==> src/rtl/passthrough_arbiter.sv <==
// passthrough_arbiter: two-requester round-robin arbiter feeding one
// registered 16-bit passThrough output stage. A grant is held for a whole
// packet (until a last=1 beat is accepted), then priority moves to the other
// requester. Optional macro PT_ARB_STATS_EN adds saturating per-requester
// completed-packet counters (pkt_cnt0/pkt_cnt1, CNT_W bits wide).
module passthrough_arbiter #(
   parameter int DATA_W = 16,
   parameter int SIG_W  = 2
`ifdef PT_ARB_STATS_EN
   ,
   parameter int CNT_W  = 16
`endif
) (
   input  logic              clk,
   input  logic              rst,
   input  logic              req0_valid,
   output logic              req0_ready,
   input  logic [DATA_W-1:0] req0_data,
   input  logic [SIG_W-1:0]  req0_sig,
   input  logic              req0_last,
   input  logic              req1_valid,
   output logic              req1_ready,
   input  logic [DATA_W-1:0] req1_data,
   input  logic [SIG_W-1:0]  req1_sig,
   input  logic              req1_last,
   output logic              out_valid,
   input  logic              out_ready,
   output logic [DATA_W-1:0] out_data,
   output logic [SIG_W-1:0]  out_sig,
   output logic              out_src,
   output logic              out_last,
   output logic              busy
`ifdef PT_ARB_STATS_EN
   ,
   output logic [CNT_W-1:0]  pkt_cnt0,
   output logic [CNT_W-1:0]  pkt_cnt1
`endif
);

   typedef enum logic [1:0] {
      IDLE  = 2'd0,
      LOCK0 = 2'd1,
      LOCK1 = 2'd2
   } state_t;

   state_t              state_q, state_d;
   logic                prio_q, prio_d;
   logic                out_valid_q, out_valid_d;
   logic [DATA_W-1:0]   out_data_q, out_data_d;
   logic [SIG_W-1:0]    out_sig_q, out_sig_d;
   logic                out_src_q, out_src_d;
   logic                out_last_q, out_last_d;

   logic                slot_free;
   logic                grant_vld;
   logic                grant_idx;
   logic                sel_valid;
   logic                sel_last;
   logic [DATA_W-1:0]   sel_data;
   logic [SIG_W-1:0]    sel_sig;
   logic                accept;

   // The output register can take a new beat when empty or being drained.
   assign slot_free = !out_valid_q || out_ready;

   // Choose the granted requester: favoured one first in IDLE, else the locked owner.
   always_comb begin
      grant_vld = 1'b0;
      grant_idx = 1'b0;
      case (state_q)
         IDLE: begin
            if (prio_q ? req1_valid : req0_valid) begin
               grant_vld = 1'b1;
               grant_idx = prio_q;
            end else if (prio_q ? req0_valid : req1_valid) begin
               grant_vld = 1'b1;
               grant_idx = ~prio_q;
            end
         end
         LOCK0: begin
            grant_vld = 1'b1;
            grant_idx = 1'b0;
         end
         LOCK1: begin
            grant_vld = 1'b1;
            grant_idx = 1'b1;
         end
         default: begin
            grant_vld = 1'b0;
            grant_idx = 1'b0;
         end
      endcase
   end

   // Route the granted requester's beat toward the output register.
   always_comb begin
      sel_valid = req0_valid;
      sel_last  = req0_last;
      sel_data  = req0_data;
      sel_sig   = req0_sig;
      if (grant_idx) begin
         sel_valid = req1_valid;
         sel_last  = req1_last;
         sel_data  = req1_data;
         sel_sig   = req1_sig;
      end
   end

   // Ready is held low while reset is asserted so nothing looks accepted then.
   assign req0_ready = !rst && grant_vld && !grant_idx && slot_free;
   assign req1_ready = !rst && grant_vld &&  grant_idx && slot_free;
   assign accept     = grant_vld && sel_valid && slot_free;

   // Packet locking and round-robin pointer update on accepted beats.
   always_comb begin
      state_d = state_q;
      prio_d  = prio_q;
      if (accept) begin
         if (sel_last) begin
            state_d = IDLE;
            prio_d  = ~grant_idx;
         end else begin
            state_d = grant_idx ? LOCK1 : LOCK0;
         end
      end
   end

   // Output stage: load on acceptance, drop valid when drained with nothing new.
   always_comb begin
      out_valid_d = out_valid_q;
      out_data_d  = out_data_q;
      out_sig_d   = out_sig_q;
      out_src_d   = out_src_q;
      out_last_d  = out_last_q;
      if (accept) begin
         out_valid_d = 1'b1;
         out_data_d  = sel_data;
         out_sig_d   = sel_sig;
         out_src_d   = grant_idx;
         out_last_d  = sel_last;
      end else if (out_ready) begin
         out_valid_d = 1'b0;
      end
   end

   // State, priority and output registers; reset discards any partial packet.
   always_ff @(posedge clk or posedge rst) begin
      if (rst) begin
         state_q     <= IDLE;
         prio_q      <= 1'b0;
         out_valid_q <= 1'b0;
         out_data_q  <= '0;
         out_sig_q   <= '0;
         out_src_q   <= 1'b0;
         out_last_q  <= 1'b0;
      end else begin
         state_q     <= state_d;
         prio_q      <= prio_d;
         out_valid_q <= out_valid_d;
         out_data_q  <= out_data_d;
         out_sig_q   <= out_sig_d;
         out_src_q   <= out_src_d;
         out_last_q  <= out_last_d;
      end
   end

   assign out_valid = out_valid_q;
   assign out_data  = out_data_q;
   assign out_sig   = out_sig_q;
   assign out_src   = out_src_q;
   assign out_last  = out_last_q;
   assign busy      = (state_q != IDLE);

`ifdef PT_ARB_STATS_EN
   logic [CNT_W-1:0] pkt_cnt0_q, pkt_cnt0_d;
   logic [CNT_W-1:0] pkt_cnt1_q, pkt_cnt1_d;
   localparam logic [CNT_W-1:0] CNT_ONE = {{(CNT_W-1){1'b0}}, 1'b1};

   // Count completed packets per requester, sticking at all-ones.
   always_comb begin
      pkt_cnt0_d = pkt_cnt0_q;
      pkt_cnt1_d = pkt_cnt1_q;
      if (accept && sel_last) begin
         if (!grant_idx && (pkt_cnt0_q != '1)) begin
            pkt_cnt0_d = pkt_cnt0_q + CNT_ONE;
         end
         if (grant_idx && (pkt_cnt1_q != '1)) begin
            pkt_cnt1_d = pkt_cnt1_q + CNT_ONE;
         end
      end
   end

   // Packet counter registers, cleared only by reset.
   always_ff @(posedge clk or posedge rst) begin
      if (rst) begin
         pkt_cnt0_q <= '0;
         pkt_cnt1_q <= '0;
      end else begin
         pkt_cnt0_q <= pkt_cnt0_d;
         pkt_cnt1_q <= pkt_cnt1_d;
      end
   end

   assign pkt_cnt0 = pkt_cnt0_q;
   assign pkt_cnt1 = pkt_cnt1_q;
`endif

endmodule

==> config.mk <==
export PLATFORM = sky130hd
export DESIGN_NAME = passthrough_arbiter
export DESIGN_NICKNAME = d
export VERILOG_FILES = /design/src/rtl/passthrough_arbiter.sv
export SDC_FILE = /design/constraint.sdc
export NUM_CORES = 1
export LEC_CHECK = 0
export CELL_PAD_IN_SITES_DETAIL_PLACEMENT = 1
export CELL_PAD_IN_SITES_GLOBAL_PLACEMENT = 1
export CORE_MARGIN = 3
export CORE_UTILIZATION = 26
export DETAILED_ROUTE_END_ITERATION = 8
export GPL_TIMING_DRIVEN = 1
export PLACE_DENSITY = 0.75
export SLEW_MARGIN = 20
export SYNTH_ARGS = -nofsm -noshare
export SYNTH_HDL_FRONTEND = slang
export SYNTH_SLANG_ARGS = --single-unit
==> constraint.sdc <==
create_clock -name clk -period 1.7 [get_ports clk]
set_input_delay 0.17 -clock clk [delete_from_list [all_inputs] [get_ports clk]]
set_output_delay 0.17 -clock clk [all_outputs]
set_load 0.02 [all_outputs]
### Word level (Yosys, flattened, before mapping)

Index checks and enable logic that the tools add are counted.

| word-level totals | value |
|---|---|
| flip-flop bits (word level) | 24 |
| bits in latches | 0 |
| RAM bits | 0 |
| ROM bits | 0 |
| bits of input ports | 43 |
| memories | 0 |

| cells by class | value |
|---|---|
| add/subtract/negate cells | 0 |
| $mul | 0 |
| divide/modulo/power cells | 0 |
| order comparisons | 0 |
| eq/ne operators | 2 |
| shift-type cells | 0 |
| muxes and demuxes | 16 |
| bitwise logic cells | 2 |
| reductions and logical operators | 16 |

Operators with widths:

| kind | count |
|---|---|
| two-way mux 16 bit | 1 |
| two-way mux 1 bit | 10 |
| logical AND 1 bit | 7 |
| two-way mux 2 bit | 3 |
| one-hot mux 1 bit (2 select lines) | 2 |
| nonzero test 2 bit | 2 |
| logical NOT 1 bit | 3 |
| equality test 2 x 1 -> 1 bit, second input constant | 1 |
| equality test 2 bit, second input constant | 1 |
| logical NOT 2 bit | 1 |
| inverter 1 bit | 2 |
| AND reduction 2 bit | 1 |
| OR reduction 2 bit | 1 |
| logical OR 1 bit | 1 |

### Longest topological paths before layout

| logic depth | value |
|---|---|
| depth after elaboration | 8 |
| gate-level depth with buffers | 7 |
| mapped depth without buffers | 6 |

### Worst setup path before layout

Ideal clock, no wire load.

| timing | value |
|---|---|
| path kind | register to register |
| start point | register state_q[0] |
| end point | register state_q[1] |
| arrival time | 1.599 ns |
| slack | -0.024 ns |
| stages on the path, launching flop included | 6 |
| cell sequence | dfrtp_1 -> inv_1 -> ha_1 -> nand2b_4 -> a221oi_4 -> mux2_2 |

| between the ends | value |
|---|---|
| word-level cells in the longest chain between the ends | 5 |
| elaborated cells on any way between the ends | 12 |
| those cells by class | 2 x eq/ne; 6 x mux; 4 x reduce/logical |

Ends and longest elaborated chain:

| element | RTL line | source |
|---|---|---|
| start, declared | 46 | `state_t state_q, state_d;` |
| start signal, assigned | 157 | `state_q <= state_d;` |
| equality test 2 bit (tied with other cells) | 70 | `case (state_q)` |
| OR reduction 2 bit (no line) / one-hot mux 1 bit (2 select lines) (equally long branches) | n/a |  |
| one-hot mux 1 bit (2 select lines) / two-way mux 1 bit (equally long branches) | 70, 101 |  |
| logical AND 1 bit (2 in a row) | 112 | `assign accept = grant_vld && sel_valid && slot_free;` |

Several ways; a longest one is shown, not always the timed one.
A chain may end at the register's enable or synchronous reset.

### Final worst setup path

| timing | value |
|---|---|
| start point | register state_q[1] |
| end point | register state_q[1] |

Same word-level chain as after synthesis.

==> results.json <==
{
  "status": "finished, violations left",
  "violations": "negative setup slack",
  "fmax_mhz": 521,
  "clk_latency_ps": 270,
  "grt.overflow.total": 0,
  "setup_viol": 25,
  "fin_ws_ps": -218,
  "dpl.hpwl_um": 3010,
  "cp_max_fo": 5,
  "ir_worst_vdd_mv": 0.816,
  "diodes": 0,
  "slew_headroom_pct": 78.6,
  "hold_violations": 0,
  "worstHoldPathType": "input pin to async pin",
  "p_leak_nw": 1.06,
  "num_io_pins": 67,
  "grt_usage_pct": 14.7,
  "grt_pass1_vias": 1420,
  "dr.pass1.iters": 3,
  "ctsRootBufferMaster": "clkbuf_8",
  "nFillCells": 521,
  "crit_arrival_ps": 2080,
  "wire_per_inst_um": 15.3,
  "preCtsSetupSlack_ps": -772,
  "ys_types": 23,
  "syn2layout_area_growth_pct": 84.1,
  "core_um2": 4790,
  "worstSetupStartpointType": "flop",
  "dieArea_um2": 5900,
  "numClockSinks": 24,
  "crit_required_ps": 1860,
  "syn_nets": 163,
  "rows": 25,
  "cp-end-kind": "flop",
  "die_w_um": 76.8,
  "final_cell_mix": "63 x clkdlybuf4s50_1, 24 x dfrtp_1, 22 x nor2_1",
  "finalCriticalPeriod_ps": 1920,
  "drive_gt1_share_pct": 28.6,
  "drc": 0,
  "syn_area_um2": 1300,
  "grt_pass1_wl_um": 6960,
  "gp_congestion": 0.714,
  "route.vias.total": 1211,
  "layout_commonest_cell": "clkdlybuf4s50_1",
  "layout.nets": 253,
  "slew_viol_final": 0,
  "yosysSeqAreaShare_pct": 46.1,
  "grt_max_degree": 25,
  "netlist_instances": 117,
  "rsz0062_at_grt": "yes",
  "htreeDepth": 1,
  "routed_wl_um": 4170,
  "ant_nets": 0,
  "clock_skew_ps": 7.48,
  "initial_core_util_pct": 27.2,
  "tightest_slew_ps": 321,
  "cap_violations": 0,
  "vias_per_cell": 4.44,
  "clock_path_buffers": 2,
  "avgSynthCellArea_um2": 11.1,
  "first_iter_violations": 20,
  "ys_seq_elements": 24,
  "powerDensity_nw_per_um2": 2020,
  "clkTransAtPathRegs_ps": 90,
  "post-route-period-util_pct": 113,
  "cts_tree": "done",
  "grt_antenna_before_repair": 0,
  "yosysWarningCount": 0,
  "numCtsBuffers": 3,
  "power.total_mw": 4.86,
  "numPortBuffers": 66,
  "timing_worst_setup_path_type": "flop to flop",
  "fp.dieH_um": 76.8
}
power by group:
group	switching [mW]	internal, mW
logic	1.60	1.71
registers	0.166	0.863
clock network	0.199	0.315
total	1.97	2.89
cells by family (layout without fill, tap and decap cells):
logic type	after synthesis	in the layout	synth area share [%]
AO/OA/AOI/OAI	30	30	19.0
AND/OR/NAND/NOR	28	28	9.98
flip-flops	24	24	46.1
multiplexers	20	20	15.5
buffers and inverters	12	101	6.62
adder cells (fa/ha/maj)	3	3	2.88
routing by layer:
layer  up-vias  track usage (%)  share of wire [%]
met1       579             14.6                 36
met3         4             6.46                9.3
met4         0             3.62               0.62
met2        48             27.5                 54
li1        580                -                  -
met5         -                0                  0
registers in the layout (all words and copies together) (netlist names):
name       count
state_q        2
out_data      16
prio_q         1
out_valid      1
out_sig        2
out_src        1
out_last       1
path summary, 6_finish.rpt:
kind	from	end	slack (ps)	cells after the start
setup / recovery	state_q[1]	state_q[1]	-220	7
hold / removal	rst	out_data[2]	340	3
setup reg to reg	state_q[1]	state_q[1]	-220	7
hold reg to reg	out_sig[0]	out_sig[0]	520	2
max in group asynchronous	rst	out_valid	1110	3
min in group clk	req1_data[4]	out_data[4]	520	3
worst max-delay path, cell delays in order (launching register included):
cell	delay (ps)
dfrtp_1	420
buf_4	150
buf_6	110
ha_4	170
nand2b_4	150
a221oi_4	310
buf_6	190
mux2_4	300
cell type report:
class / instances / area, µm² / share of cell area, %
clock inverter: 1 / 30.0 / 1.25
multi-input combinational: 81 / 701 / 29.2
timing repair buffer: 91 / 921 / 38.4
inverter: 6 / 22.5 / 0.938
tap: 67 / 83.8 / 3.49
sequential: 24 / 601 / 25.0
clock buffer: 3 / 41.3 / 1.72
repair_timing:
action                     4_1_cts  5_1_grt
cloned                           3        1
pin swaps                        3        2
hold buffers                     0        0
setup endpoints to repair       26       25
setup buffers                    3        4
resized for setup               34       13
through the flow:
| stage | std cells | hold slack [ps] | cell area, µm² | setup TNS, ps | util, % |
|---|---|---|---|---|---|
| 2_1_floorplan | 117 | 185 | 1310 | 0 | - |
| 3_3_place_gp | 260 | 502 | 2110 | -5040 | 44.1 |
| 3_5_place_dp | 260 | 503 | 2110 | -6770 | 44.1 |
| 4_1_cts | 270 | 339 | 2320 | -2560 | 48.6 |
| 5_1_grt | 273 | 403 | 2400 | -5610 | 50.1 |
| 6_report | 273 | 343 | 2400 | -3360 | 50.1 |
synthesized netlist by cell type, drive strengths merged:
cell     number  area [µm²]
a311oi        1        15.0
a31oi         1        21.3
o21ai         2        13.8
and2          2        12.5
ha            3        37.5
a2111oi       1        8.76
nor3          1        5.00
dfrtp        24         601
inv           6        22.5
nor2         22        82.6
mux2          1        11.3
a221oi        1        26.3
a21oi        22         144
buf           6        63.8
nand2b        2        22.5
a21o          1        7.51
o21bai        1        11.3
nand3b        1        7.51
mux2i        19         190
Power figures use the tool's default switching activity.
